===== config.mk =====
export PLATFORM = sky130hd
export DESIGN_NAME = countdown_seconds_ctrl_flat
export DESIGN_NICKNAME = d
export VERILOG_FILES = /design/src/rtl/countdown_seconds_ctrl_if.sv /design/src/rtl/countdown_seconds_ctrl.sv /design/src/flat_wrapper.sv
export SDC_FILE = /design/constraint.sdc
export NUM_CORES = 1
export LEC_CHECK = 0
export CAP_MARGIN = 20
export CORE_ASPECT_RATIO = 1.4
export CORE_MARGIN = 2
export CORE_UTILIZATION = 35
export CTS_BUF_LIST = sky130_fd_sc_hd__clkbuf_8
export DETAILED_ROUTE_END_ITERATION = 10
export RECOVER_POWER = 50
export SLEW_MARGIN = 5
export SYNTH_ARGS = -nofsm -noshare
export SYNTH_HDL_FRONTEND = slang
export SYNTH_SLANG_ARGS = --single-unit

===== constraint.sdc =====
create_clock -name clk -period 5.7 [get_ports clk]
set_clock_uncertainty 0.15 [all_clocks]
set_input_delay 0.57 -clock clk [delete_from_list [all_inputs] [get_ports clk]]
set_output_delay 0.57 -clock clk [all_outputs]
set_load 0.005 [all_outputs]

===== src/rtl/countdown_seconds_ctrl_if.sv =====
// Control/status bundle between the seconds countdown and its controller.
// The countdown takes the slave side; whoever drives load/start/pause/tick takes the master side.
interface countdown_seconds_ctrl_if;
    logic       load;
    logic [3:0] load_tens;
    logic [3:0] load_ones;
    logic       start;
    logic       pause;
    logic       tick_1s;
    logic       timer_en;
    logic [3:0] tens_out;
    logic [3:0] ones_out;
    logic       running;
    logic       expired;
    logic       done;

    modport master (
        output load, load_tens, load_ones, start, pause, tick_1s,
        input  timer_en, tens_out, ones_out, running, expired, done
    );

    modport slave (
        input  load, load_tens, load_ones, start, pause, tick_1s,
        output timer_en, tens_out, ones_out, running, expired, done
    );
endinterface


===== src/rtl/countdown_seconds_ctrl.sv =====
// Two-digit BCD seconds countdown paced by an external 1 Hz tick, with pause/resume,
// optional auto-reload and a one-cycle expiry pulse. Every output comes straight from a flop.
module countdown_seconds_ctrl #(
    parameter bit AUTO_RELOAD = 1'b0
) (
    input  logic                     clk,
    input  logic                     rst,
    countdown_seconds_ctrl_if.slave  bus
);

    typedef enum logic [1:0] {
        ST_IDLE   = 2'd0,
        ST_RUN    = 2'd1,
        ST_PAUSED = 2'd2,
        ST_DONE   = 2'd3
    } state_e;

    state_e     state_q, state_d;
    logic [3:0] tens_q, tens_d;
    logic [3:0] ones_q, ones_d;
    logic [3:0] pre_tens_q, pre_tens_d;
    logic [3:0] pre_ones_q, pre_ones_d;
    logic       expired_q, expired_d;
    logic       timer_en_q, running_q, done_q;

    function automatic logic [3:0] clamp_bcd(input logic [3:0] digit);
        return (digit > 4'd9) ? 4'd9 : digit;
    endfunction

    logic count_is_one;
    logic preset_is_zero;
    assign count_is_one   = (tens_q == 4'd0) && (ones_q == 4'd1);
    assign preset_is_zero = (pre_tens_q == 4'd0) && (pre_ones_q == 4'd0);

    always_comb begin
        // NOTE: every _d gets a default first so no path through the case infers a latch.
        state_d    = state_q;
        tens_d     = tens_q;
        ones_d     = ones_q;
        pre_tens_d = pre_tens_q;
        pre_ones_d = pre_ones_q;
        expired_d  = 1'b0;

        if (bus.load) begin
            tens_d     = clamp_bcd(bus.load_tens);
            ones_d     = clamp_bcd(bus.load_ones);
            pre_tens_d = clamp_bcd(bus.load_tens);
            pre_ones_d = clamp_bcd(bus.load_ones);
            state_d    = ST_IDLE;
        end else begin
            unique case (state_q)
                ST_IDLE: begin
                    if (!bus.pause && bus.start) begin
                        if (tens_q == 4'd0 && ones_q == 4'd0) begin
                            state_d   = ST_DONE;
                            expired_d = 1'b1;
                        end else begin
                            state_d = ST_RUN;
                        end
                    end
                end
                ST_RUN: begin
                    if (bus.pause) begin
                        state_d = ST_PAUSED;
                    end else if (bus.tick_1s) begin
                        if (count_is_one) begin
                            expired_d = 1'b1;
                            // A zero preset would reload into an instant re-expiry, so stop instead.
                            if (AUTO_RELOAD && !preset_is_zero) begin
                                tens_d = pre_tens_q;
                                ones_d = pre_ones_q;
                            end else begin
                                tens_d  = 4'd0;
                                ones_d  = 4'd0;
                                state_d = ST_DONE;
                            end
                        end else if (ones_q == 4'd0) begin
                            ones_d = 4'd9;
                            tens_d = tens_q - 4'd1;
                        end else begin
                            ones_d = ones_q - 4'd1;
                        end
                    end
                end
                ST_PAUSED: begin
                    if (!bus.pause && bus.start) begin
                        state_d = ST_RUN;
                    end
                end
                ST_DONE: begin
                end
                default: state_d = ST_IDLE;
            endcase
        end
    end

    // Status flags are decoded from the next state so they change on the same edge as the state.
    always_ff @(posedge clk) begin
        // NOTE: sequential state uses non-blocking assignments so all flops update together.
        if (!rst) begin
            state_q    <= ST_IDLE;
            tens_q     <= 4'd0;
            ones_q     <= 4'd0;
            pre_tens_q <= 4'd0;
            pre_ones_q <= 4'd0;
            expired_q  <= 1'b0;
            timer_en_q <= 1'b0;
            running_q  <= 1'b0;
            done_q     <= 1'b0;
        end else begin
            state_q    <= state_d;
            tens_q     <= tens_d;
            ones_q     <= ones_d;
            pre_tens_q <= pre_tens_d;
            pre_ones_q <= pre_ones_d;
            expired_q  <= expired_d;
            timer_en_q <= (state_d == ST_RUN);
            running_q  <= (state_d == ST_RUN);
            done_q     <= (state_d == ST_DONE);
        end
    end

    assign bus.timer_en = timer_en_q;
    assign bus.tens_out = tens_q;
    assign bus.ones_out = ones_q;
    assign bus.running  = running_q;
    assign bus.expired  = expired_q;
    assign bus.done     = done_q;

endmodule


===== src/flat_wrapper.sv =====
// flat-port wrapper written by rule: the top's interface ports become plain ports
module countdown_seconds_ctrl_flat 
#(
    parameter bit AUTO_RELOAD = 1'b0
)
  (clk, rst, bus_load, bus_load_tens, bus_load_ones, bus_start, bus_pause, bus_tick_1s, bus_timer_en, bus_tens_out, bus_ones_out, bus_running, bus_expired, bus_done);
  countdown_seconds_ctrl_if bus_i ();
  input  logic clk;
  input  logic rst;
  input wire logic [$bits(bus_i.load)-1:0] bus_load;
  input wire logic [$bits(bus_i.load_tens)-1:0] bus_load_tens;
  input wire logic [$bits(bus_i.load_ones)-1:0] bus_load_ones;
  input wire logic [$bits(bus_i.start)-1:0] bus_start;
  input wire logic [$bits(bus_i.pause)-1:0] bus_pause;
  input wire logic [$bits(bus_i.tick_1s)-1:0] bus_tick_1s;
  output wire logic [$bits(bus_i.timer_en)-1:0] bus_timer_en;
  output wire logic [$bits(bus_i.tens_out)-1:0] bus_tens_out;
  output wire logic [$bits(bus_i.ones_out)-1:0] bus_ones_out;
  output wire logic [$bits(bus_i.running)-1:0] bus_running;
  output wire logic [$bits(bus_i.expired)-1:0] bus_expired;
  output wire logic [$bits(bus_i.done)-1:0] bus_done;
  assign bus_i.load = bus_load;
  assign bus_i.load_tens = bus_load_tens;
  assign bus_i.load_ones = bus_load_ones;
  assign bus_i.start = bus_start;
  assign bus_i.pause = bus_pause;
  assign bus_i.tick_1s = bus_tick_1s;
  assign bus_timer_en = bus_i.timer_en;
  assign bus_tens_out = bus_i.tens_out;
  assign bus_ones_out = bus_i.ones_out;
  assign bus_running = bus_i.running;
  assign bus_expired = bus_i.expired;
  assign bus_done = bus_i.done;
  countdown_seconds_ctrl #(.AUTO_RELOAD(AUTO_RELOAD)) u_core (.clk(clk), .rst(rst), .bus(bus_i));
endmodule

==> metrics, run 1 <==
Crit Path Max Fanout 11; Layout area overhead 38.19%; Max-slew headroom 49.93%; post-synth top area share 31.90%; die area 2738 sq um; fraction of final layout cells sized beyond drive strength 1 6.349%; Crit Path Class input port to flip-flop; CORE AREA 2202 sq um; Post-synth ARST share 0%; drt wl/cell 14.41 um; gate count of the mapped netlist 99; Place WS 3308 ps; worst skew pair latency 240 ps; H-tree Lvls 1; Port Buffer Count 25; row count 20; Syn Area/Cell 8.240 sq um; CTS max path bufs 2; mapped cell area 815.8 sq um; Top Ports 26; final worst-path setup slack 3478 ps; number of synthesized flops with an enable pin 0; Ys Warns 0; Yosys reg bits 13; top cells by area, synth dfxtp_1, ha_1, a21oi_1; Tot GR Track Use 17.78%; WP data required 5690 ps; Starting DRT DRC Count 15; TritonRoute pass-1 iters 4; HPWL after DPL 1.657 mm; Min Clock Period, post-route 2222 ps; Overall Power 233.3 uW; ys flop type dfxtp_1; # clock sinks 13; first-pass GRT wire length 3.560 mm; Seq/Total Area, Yosys 31.90%; Distinct cells, synth 42; largest net degree at the start of global routing 12; number of global-route vias before repair 797; final hold vios 0; Worst Path Arrival 2210 ps; Max Cap Viol 0; CP endpoint kind flip-flop; clock slew seen by the registers of the worst setup and hold paths 60 ps; static leakage 0.4355 nW; DIE WIDTH 44.80 um; # DRC 0; setup TNS 0 ps; starting density of the core 37.05%; fin. max-slew vios 0; status finished clean; Overflow after GRT 0; Via-to-Cell Ratio 5.899; Util after Layout 51.19%; design area 1127 sq um; PostCTS Resize Cnt 0; Antenna Cells 0; fin nets 144; Worst-Margin Slew 749.4 ps; fin crit share 38.99%; post-detailed-routing wire length 2.133 mm; via count 873; Hold WC Path Type flip-flop to flip-flop; VDD IR max 0.00009536 V; setup violators final 0; Post-DRT Antenna Nets 0; Power per Cell Area 207.0 nW/um^2; placed inst area 1082 sq um; Die Y 61.13 um; postcts setup bufs 0; RSZ-0062 raised after global routing false; CTS tree built; clock root cell clkbuf_8; max frequency 450.0 MHz; routability cong. 0.8797; Mapped Nets 116; Worst setup SP type input port; hold_buf cts 0; TritonCTS Buffers 3; initial antenna violation count 0; Yosys top cell by area dfxtp_1
==> final timing paths <==
check / end / start / slack (ps) / depth (start not counted)
min reg2reg: u_core.bus.tens_out[1]$_SDFFE_PN0P_ / u_core.bus.tens_out[1]$_SDFFE_PN0P_ / 380 / 2
max reg2reg: u_core.state_q[1]$_SDFF_PN0_ / u_core.bus.ones_out[0]$_SDFFE_PN0P_ / 3480 / 6
max: u_core.bus.ones_out[2]$_SDFFE_PN0P_ / bus_load / 3480 / 4
min: u_core.bus.tens_out[1]$_SDFFE_PN0P_ / u_core.bus.tens_out[1]$_SDFFE_PN0P_ / 380 / 2
==> metrics by stage <==
stage               hold slack [ps]  std cells
floorplan                     341.8         99
global placement              377.6        144
detailed placement            381.6        144
CTS                           389.5        148
global route                  406.8        148
finish                        384.5        148
==> layout by cell type (no fill, tap or decap), types with 2 or more instances in the layout <==
cell type | synthesis | routed
clkdlybuf4s50_1 | 0 | 13
dfxtp_1 | 13 | 13
dlygate4sd3_1 | 0 | 12
inv_1 | 8 | 9
nor2_1 | 8 | 8
a21oi_1 | 7 | 7
nand2_1 | 6 | 6
o21ai_0 | 5 | 5
nor2b_1 | 4 | 4
nor3b_1 | 4 | 4
a31oi_1 | 3 | 3
and3_1 | 3 | 3
ha_1 | 3 | 3
clkbuf_8 | 0 | 3
o21bai_1 | 2 | 2
nor4b_1 | 2 | 2
nor3_1 | 2 | 2
o31a_1 | 2 | 2
==> cells by family (layout without fill, tap and decap cells) <==
family / count (synthesis) / in the layout / share of synthesized area [%]
compound gates: 33 / 33 / 27.76
fa+ha+maj: 3 / 3 / 4.602
buf+inv: 11 / 38 / 5.521
flops: 13 / 13 / 31.90
simple gates: 39 / 39 / 30.22
==> state kept, by name (all words and copies together), names as in the netlist <==
| signal | cells |
|---|---|
| u_core.bus.tens_out | 4 |
| u_core.bus.ones_out | 4 |
| u_core.state_q | 2 |
| u_core.bus.expired | 1 |
| u_core.bus.timer_en | 1 |
| u_core.bus.done | 1 |
==> cell usage after synthesis (2+ instances only) <==
master and n:
dfxtp_1 13, inv_1 8, nor2_1 8, a21oi_1 7
nand2_1 6, o21ai_0 5, nor2b_1 4, nor3b_1 4
a31oi_1 3, and3_1 3, ha_1 3, nor3_1 2
nor4b_1 2, o21bai_1 2, o31a_1 2
==> cell type report <==
cell class | instances | area (sq um)
repair buffers | 25 | 250.2
clock buffers | 3 | 41.29
multi-input cells | 75 | 510.5
well taps | 22 | 27.53
inverters | 9 | 33.78
flip-flops and latches | 13 | 260.3
fillers | 224 | 1075
clock inverters | 1 | 3.754
==> per-layer routing <==
layer,share of wire (%),wire length [um],up-vias,GRT usage [%]
li1,-,-,429,-
met1,42,906,405,20.97
met2,49,1052,28,29.61
met3,4.5,97,11,3.226
met4,3.6,76,0,10.92
met5,0,0,-,0
==> critical path: stages <==
cell and delay (ps):
dlygate4sd3_1 760, clkinv_1 330, and3_1 260, o31a_1 280
==> power breakdown <==
part | internal (mW) | switching, mW | total, mW
combinational | 0.0277 | 0.0235 | 0.0512
clock | 0.0475 | 0.0332 | 0.0807
sequential | 0.0954 | 0.00598 | 0.101
total | 0.171 | 0.0626 | 0.233
Note: power is estimated with default switching activity, not from simulation.
==> inputs of run 2 (changes only) <==
--- a/config.mk
+++ b/config.mk
@@ -11,6 +11,7 @@
 export CORE_UTILIZATION = 35
 export CTS_BUF_LIST = sky130_fd_sc_hd__clkbuf_8
 export DETAILED_ROUTE_END_ITERATION = 10
+export PLACE_DENSITY = 0.66
 export RECOVER_POWER = 50
 export SLEW_MARGIN = 5
 export SYNTH_ARGS = -nofsm -noshare
==> constraint.sdc (replaced) <==
create_clock -name clk -period 1.8 [get_ports clk]
set_clock_uncertainty 0.15 [all_clocks]
set_input_delay 0.18 -clock clk [delete_from_list [all_inputs] [get_ports clk]]
set_output_delay 0.18 -clock clk [all_outputs]
set_load 0.005 [all_outputs]
==> run 2 against run 1 <==
The flow now finishes with violations (negative setup slack). First-iteration DRC count down 13%. Non-clock buffer count up 21. Clock power rose to 3.3 times the previous value. Cell area up 19%. Register-to-register slack worse by 3500 ps. Combinational power rose to 4.6 times the previous value. Critical path depth up 1. Die area unchanged. Cell count up 14%. Power rose to 3.5 times the previous value. Critical endpoint is now u_core.bus.ones_out[0]$_SDFFE_PN0P_. Largest power group unchanged.
==> metrics, run 2 (synthesis gave the netlist of run 1 again) <==
status complete, but fails checks; failing checks negative setup slack; Max-slew headroom 70.71%; RSZ-0062 raised after global routing true; Post-DRT Antenna Nets 0; Port Buffer Count 25; Via-to-Cell Ratio 5.722; fin. max-slew vios 0; clock root cell clkbuf_8; post-detailed-routing wire length 2.513 mm; Hold WC Path Type flip-flop to flip-flop; Tot GR Track Use 21.08%; fin crit share 100.3%; M1 WL 999 um; Cells after DPL 164; Detail Route met3 WL 114 um; WP data required 1800 ps; Starting DRT DRC Count 13; number of global-route vias before repair 961; Worst Path Arrival 1800 ps; Hold Slack 336.8 ps; Die Y 61.13 um; Worst-Margin Slew 439.4 ps; via count 967; fraction of final layout cells sized beyond drive strength 1 28.57%; TritonCTS Buffers 3; placed inst area 1245 sq um; max frequency 553.8 MHz; largest net degree at the start of global routing 11; fin nets 165; clock slew seen by the registers of the worst setup and hold paths 60 ps; # DRC 0; setup violators final 1; Antenna Cells 0; CP endpoint kind flip-flop; CORE AREA 2202 sq um; starting density of the core 37.05%; Power per Cell Area 612.4 nW/um^2; worst skew pair latency 250 ps; Min Clock Period, post-route 1806 ps; metal2 WL 1.281 mm; static leakage 0.5395 nW; design area 1339 sq um; Crit Path Max Fanout 4; HPWL after DPL 1.911 mm; CTS max path bufs 2; highest metal used met4; row count 20; CTS tree built; H-tree Lvls 1; final hold vios 0; DIE WIDTH 44.80 um; Crit Path Class flip-flop to flip-flop; Top Ports 26; routability cong. 0.9375; first-pass GRT wire length 4.181 mm; Overflow after GRT 0; initial antenna violation count 0; VDD IR max 0.0003664 V; # clock sinks 13; drt wl/cell 14.87 um; final worst-path setup slack -5.565 ps; setup TNS -5.565 ps; TritonRoute pass-1 iters 4; Layout area overhead 64.11%; Worst setup SP type flip-flop; commonest non-fill, non-tap cells in the layout buf_4, clkdlybuf4s50_1, dfxtp_1; Place WS -140.2 ps; Max Cap Viol 0; Cell Count, Final, Fillers Out 169; most common cell after layout, fill and taps aside buf_4; die area 2738 sq um
run 2: area by class of cell:
type / instances / area [sq um]
inverter: 9 / 33.78
clock buffer: 3 / 41.29
clock inverter: 1 / 5.005
fill: 198 / 863.3
sequential: 13 / 265.3
multi-input combinational: 75 / 561.8
tap: 22 / 27.53
timing repair buffer: 46 / 404.1
run 2: metal layers:
metal  track usage (%)  vias up
li1                  -      469
met1             22.58      445
met2             38.30       42
met3             2.053       11
met4             14.29        0
met5                 0        -
run 2: report_power, final:
group | internal (mW) | total (mW) | switching, mW | leakage [nW]
logic | 0.134 | 0.235 | 0.102 | 0.406
registers | 0.303 | 0.317 | 0.0138 | 0.108
clock network | 0.153 | 0.267 | 0.114 | 0.0255
total | 0.591 | 0.820 | 0.229 | 0.539
run 2: final timing paths:
path,startpoint,end,slack [ps],cells past startpoint
worst max-delay path,u_core.bus.ones_out[1]$_SDFFE_PN0P_,u_core.bus.ones_out[0]$_SDFFE_PN0P_,-6,5
worst min-delay path,u_core.bus.tens_out[1]$_SDFFE_PN0P_,u_core.bus.tens_out[1]$_SDFFE_PN0P_,340,2
worst max register to register,u_core.bus.ones_out[1]$_SDFFE_PN0P_,u_core.bus.ones_out[0]$_SDFFE_PN0P_,-6,5
worst min register to register,u_core.bus.tens_out[1]$_SDFFE_PN0P_,u_core.bus.tens_out[1]$_SDFFE_PN0P_,340,2
run 2: timing repair:
| action | CTS | global route |
|---|---|---|
| cloned | 0 | 0 |
| resized for setup | 5 | 5 |
| hold buffers | 0 | 0 |
| pin swaps | 4 | 3 |
| buffers inserted | 1 | 0 |
| setup endpoints to repair | 3 | 7 |
run 2: through the flow:
step	power (mW)	utilization (%)
floorplan	0.4146	-
global placement	0.5415	56.53
detailed placement	0.5411	56.53
CTS	0.8213	60.11
global route	0.8578	60.80
finish	0.8198	60.80
run 2: worst max-delay path: stages, from the launching register on:
cell	delay (ps)
dfxtp_2	320
inv_2	80
ha_4	130
or3b_4	400
a211o_4	360
a221oi_4	250
